File: src/rtl/fetch_pkg.sv
// Shared types and constants for the instruction-fetch stage and its IF/ID register.
package fetch_pkg;

  localparam logic [31:0] NOP_INSTR    = 32'h0000_0013;
  localparam logic [31:0] IMEM_BASE    = 32'hBFC0_0000;
  localparam int          IMEM_A_WIDTH = 12;

  typedef struct packed {
    logic [31:0] instr;
    logic [31:0] pc;
    logic [31:0] pc_plus4;
    logic        valid;
    logic        fault;
  } if_id_t;

  localparam if_id_t IF_ID_BUBBLE = '{
    instr:    NOP_INSTR,
    pc:       32'h0,
    pc_plus4: 32'h0,
    valid:    1'b0,
    fault:    1'b0
  };

endpackage

File: src/rtl/fetch_stage_if_id_reg.sv
// Stall/flush-controlled pipeline register holding one IF/ID entry.
// Flush beats stall so a squashed slot never survives a concurrent hold.
module if_id_reg
  import fetch_pkg::*;
(
  input  logic   clk,
  input  logic   rst_n,
  input  logic   stall_i,
  input  logic   flush_i,
  input  if_id_t d_i,
  output if_id_t q_o
);

  if_id_t entry_q, entry_d;

  always_comb begin
    entry_d = entry_q;
    if (flush_i) begin
      entry_d = IF_ID_BUBBLE;
    end else if (!stall_i) begin
      entry_d = d_i;
    end
  end

  always_ff @(posedge clk or negedge rst_n) begin
    if (!rst_n) begin
      entry_q <= IF_ID_BUBBLE;
    end else begin
      entry_q <= entry_d;
    end
  end

  assign q_o = entry_q;

endmodule

File: src/rtl/fetch_stage.sv
// Instruction-fetch stage: PC register, fetch legality check, IF/ID capture
// and a running count of valid instructions handed to decode.
module fetch_stage
  import fetch_pkg::*;
#(
  parameter int          A_WIDTH  = IMEM_A_WIDTH,
  parameter logic [31:0] RESET_PC = IMEM_BASE
) (
  input  logic               clk,
  input  logic               rst_n,
  input  logic               stall_i,
  input  logic               flush_i,
  input  logic               redirect_valid_i,
  input  logic [31:0]        redirect_pc_i,
  output logic [A_WIDTH-1:0] imem_addr_o,
  input  logic [31:0]        imem_rd_i,
  output logic [31:0]        pc_f_o,
  output logic [31:0]        instr_d_o,
  output logic [31:0]        pc_d_o,
  output logic [31:0]        pc_plus4_d_o,
  output logic               valid_d_o,
  output logic               fault_d_o,
  output logic [31:0]        fetch_count_o
);

  logic [31:0] pc_q, pc_d;
  logic [31:0] count_q, count_d;
  logic        illegal;
  logic        capture;
  if_id_t      cap_entry;
  if_id_t      if_id_q;

  // Out-of-window or misaligned PCs fetch a NOP marked as a fault.
  assign illegal = (pc_q[31:A_WIDTH] != RESET_PC[31:A_WIDTH]) || (pc_q[1:0] != 2'b00);
  assign capture = !flush_i && !stall_i;

  always_comb begin
    pc_d = pc_q + 32'd4;
    if (redirect_valid_i) begin
      pc_d = redirect_pc_i;
    end else if (stall_i) begin
      pc_d = pc_q;
    end
  end

  always_comb begin
    cap_entry.pc       = pc_q;
    cap_entry.pc_plus4 = pc_q + 32'd4;
    cap_entry.instr    = illegal ? NOP_INSTR : imem_rd_i;
    cap_entry.valid    = !illegal;
    cap_entry.fault    = illegal;
  end

  always_comb begin
    count_d = count_q;
    if (capture && !illegal) begin
      count_d = count_q + 32'd1;
    end
  end

  always_ff @(posedge clk or negedge rst_n) begin
    if (!rst_n) begin
      pc_q    <= RESET_PC;
      count_q <= 32'h0;
    end else begin
      pc_q    <= pc_d;
      count_q <= count_d;
    end
  end

  if_id_reg u_if_id_reg (
    .clk     (clk),
    .rst_n   (rst_n),
    .stall_i (stall_i),
    .flush_i (flush_i),
    .d_i     (cap_entry),
    .q_o     (if_id_q)
  );

  assign imem_addr_o   = pc_q[A_WIDTH-1:0];
  assign pc_f_o        = pc_q;
  assign instr_d_o     = if_id_q.instr;
  assign pc_d_o        = if_id_q.pc;
  assign pc_plus4_d_o  = if_id_q.pc_plus4;
  assign valid_d_o     = if_id_q.valid;
  assign fault_d_o     = if_id_q.fault;
  assign fetch_count_o = count_q;

endmodule

File: config.mk
export PLATFORM = sky130hd
export DESIGN_NAME = fetch_stage
export DESIGN_NICKNAME = d
export VERILOG_FILES = /design/src/rtl/fetch_pkg.sv /design/src/rtl/fetch_stage_if_id_reg.sv /design/src/rtl/fetch_stage.sv
export SDC_FILE = /design/constraint.sdc
export NUM_CORES = 1
export LEC_CHECK = 0
export BUFFER_PORTS_ARGS = -buffer_cell sky130_fd_sc_hd__buf_2
export CAP_MARGIN = 0
export CORE_MARGIN = 1.5
export CORE_UTILIZATION = 35
export CTS_CLUSTER_SIZE = 16
export DETAILED_ROUTE_END_ITERATION = 10
export GPL_TIMING_DRIVEN = 0
export REMOVE_ABC_BUFFERS = 1
export SLEW_MARGIN = 40
export SYNTH_ARGS = -nofsm -noshare
export SYNTH_HDL_FRONTEND = slang
export SYNTH_SLANG_ARGS = --single-unit
File: constraint.sdc
create_clock -name clk -period 6.2 [get_ports clk]
set_clock_uncertainty 0.1 [all_clocks]
set_input_delay 0.93 -clock clk [delete_from_list [all_inputs] [get_ports clk]]
set_output_delay 0.93 -clock clk [all_outputs]
set_load 0.01 [all_outputs]
==> impl_metrics.env <==
export IMPL_critPathBufInv=0
export IMPL_dr_first_iter_drc_count=377
export IMPL_p_comb_share_pct=11.6
export IMPL_drt_pass1_iter_count=8
export IMPL_grt_overflow_total=0
export IMPL_p_leak_nw=4.795
export IMPL_synth_ff_type="dfrtp_1"
export IMPL_required_ns=6.45
export IMPL_switching_share_pct=28.99
export IMPL_p_switching_w=0.0007268
export IMPL_viasPerCell=5.355
export IMPL_route_detailed_drc=22
export IMPL_clockRootBuffer="clkbuf_16"
export IMPL_grt_use_total_pct=20.04
export IMPL_r2r_slack_ns=3.41
export IMPL_vias=6715
export IMPL_ys_seq_area_share_pct=50.94
export IMPL_synth_warnings=0
export IMPL_worst_pin_slew_ns=0.8080
export IMPL_wl_per_cell_um=18.41
export IMPL_end_kind="register"
export IMPL_crit_arrival_ns=3.04
export IMPL_diodes=0
export IMPL_async_flop_share_pct=100.0
export IMPL_seqPwrFrac_pct=46.7
export IMPL_max_stage_delay_ns=0.84
export IMPL_initial_core_util_pct=35.93
export IMPL_outcome="finished, violations left"
export IMPL_die_area_mm2=0.02345
export IMPL_stdcell_count=1254
export IMPL_timing_hold_ws_ns=0.2503
export IMPL_r2r_end="pc_f_o[31]"
export IMPL_crit_cells=4
export IMPL_grt_max_degree=68
export IMPL_syn_area_mm2=0.007889
export IMPL_antenna_found_initial=0
export IMPL_finalHoldViolCount=0
export IMPL_period_share_pct=44.99
export IMPL_die_w_um=153.1
export IMPL_io_pins=243
export IMPL_die_height_um=153.1
export IMPL_cpMaxStageDelayCell="nor4_1"
export IMPL_syn_mean_instance_area_um2=10.18
export IMPL_drt_total_wl_um=23080
export IMPL_path_cells="nand4_1 -> nor4_1 -> o21ai_0 -> or3b_2"
export IMPL_grt_setup_unrepaired="false"
export IMPL_crit_fanout=12
export IMPL_crit_path_end="pc_f_o[31]"
export IMPL_violations="design-rule violations"
export IMPL_cts_buffers=17
export IMPL_synthCells=775
export IMPL_hold_buffers=0
export IMPL_clk_pin_slew_ns=0.07
export IMPL_cts_htree_levels=4
export IMPL_synth_seq_cells=160
export IMPL_pwr_share_clk_pct=41.7
export IMPL_power_density_mw_per_mm2=255.8
export IMPL_clock_latency_ns=0.44
export IMPL_relSlewSlack_pct=46.13
export IMPL_place_gp_congestion=0.7668
export IMPL_ir_drop_mv=0.1638
export IMPL_drive_above_1_share_pct=32.44
export IMPL_p_int_w=0.001780
export IMPL_synth_edf_count=0
export IMPL_fmax_ghz=0.3585
export IMPL_slew_violations=0
export IMPL_critPathTopFamily="simple AND/OR/NAND/NOR gates"
export IMPL_ant_nets=0
export IMPL_grt_pass1_wl_um=37140
export IMPL_drv_cap=0
export IMPL_cts_setup_buffers=0
export IMPL_cts_resized=0
export IMPL_placedCellCount=1222
export IMPL_start_kind="register"
export IMPL_cts_sinks=160
export IMPL_grt_pass1_vias=6415
export IMPL_worstReg2RegStart="pc_f_o[17]"
export IMPL_critPathKind="register to register"
export IMPL_portBuffers=242
export IMPL_setup_viol=0
export IMPL_final_min_clock_period_ns=2.789
export IMPL_ys_types=62
export IMPL_final_nets=1032
export IMPL_hold_path_class="input pin to asynchronous set/reset pin"
export IMPL_cts_tree="yes"
export IMPL_clock_path_buffers=2
export IMPL_r2r_cells=4
export IMPL_syn_to_final_growth_pct=24.23
export IMPL_rows=54
export IMPL_dp_hpwl_um=15520
export IMPL_coreArea_mm2=0.02196
export IMPL_startpoint="pc_f_o[17]"
## area by class of cell
type                       count  area [um2]
fill                        2142       12160
clock inverter                15       151.4
multi-input combinational    520        3442
timing repair buffer         250        1365
inverter                      12       47.55
sequential                   160        4019
tap                          280       350.3
clock buffer                  17       425.4
## cells by family (layout without fill, tap and decap cells)
group | Yosys count | in the layout | synth area share (%)
AO/OA/AOI/OAI | 128 | 128 | 11.78
AND/OR/NAND/NOR | 304 | 304 | 21.19
buffers and inverters | 95 | 294 | 5.646
adder cells (fa/ha/maj) | 2 | 2 | 0.3172
multiplexers | 33 | 33 | 4.235
XOR/XNOR | 53 | 53 | 5.884
flip-flops | 160 | 160 | 50.94
## layer usage
metal	share of wire, %	up-vias	GRT usage [%]	wire length [um]
met4	1.1	0	5.742	245
li1	-	3203	-	-
met2	46	237	32.06	10710
met5	0	-	0	0
met1	45	3257	27.15	10430
met3	7.4	18	4.593	1698
## state kept, by name, summed over array words and instances (netlist names)
signal and flops:
pc_f_o 32, u_if_id_reg.q_o 96, fetch_count_o 32
## worst min-delay path by stage
stage,startpoint,to,slack [ns],cells after the start
after CTS,rst_n,u_if_id_reg.q_o[90],0.24,1
final,rst_n,u_if_id_reg.q_o[90],0.25,1
after floorplan,fetch_count_o[31],fetch_count_o[31],0.40,1
after detailed placement,fetch_count_o[31],fetch_count_o[31],0.36,1
after global routing,rst_n,u_if_id_reg.q_o[90],0.24,1
after global placement,fetch_count_o[31],fetch_count_o[31],0.35,1
## worst reg2reg max path: stages, from the launching register on
cell	delay, ns
dfrtp_1	0.58
nand4_1	0.50
nor4_1	0.84
o21ai_0	0.20
or3b_2	0.49
## through the flow
stage,cell area (um2),util (%),total power (W),setup WS [ns],TNS (ns)
2_1_floorplan,7488,-,0.001304,2.413,0
3_3_place_gp,9050,41.21,0.001474,-0.3238,-10.53
3_5_place_dp,9224,42.01,0.001485,2.616,0
4_1_cts,9801,44.63,0.002537,3.078,0
5_1_grt,9801,44.63,0.002621,3.214,0
6_report,9801,44.63,0.002507,3.411,0
## layout by cell type (no fill, tap or decap), drive strengths merged, types with 12 or more instances in the layout
master	n
inv	17
xnor2	21
clkbuf	17
nand2	52
mux2i	30
a22o	29
nor2	72
nor3	22
o21ai	24
nor4	36
a21oi	14
nand3	32
nand4	27
buf	250
dfrtp	148
dfstp	12
xor2	32
or4	13
## cells in the mapped netlist, types with 11 or more instances
master / instances / area, um2
nor3_1: 21 / 105.1
mux2i_1: 30 / 300.3
nor2_1: 72 / 270.3
or4_1: 12 / 90.09
inv_1: 11 / 41.29
nand3_1: 30 / 150.1
clkbuf_1: 43 / 161.4
a22o_1: 29 / 254.0
a21oi_1: 14 / 70.07
xnor2_1: 21 / 183.9
o21ai_0: 24 / 120.1
xor2_1: 32 / 280.3
buf_4: 18 / 135.1
nor4_1: 35 / 219.0
nand2_1: 52 / 195.2
nand4_1: 25 / 156.4
dfstp_2: 12 / 315.3
dfrtp_1: 148 / 3704
## power by group through the flow
stage                     sequential [W]  clock (W)  combinational, W
after floorplan                  0.00120          0          0.000104
after global placement           0.00119          0          0.000286
after detailed placement         0.00119          0          0.000295
after CTS                        0.00117    0.00107          0.000297
after global routing             0.00118    0.00112          0.000324
final                            0.00117    0.00104          0.000292
No activity file was read; power rests on OpenSTA's default activity.
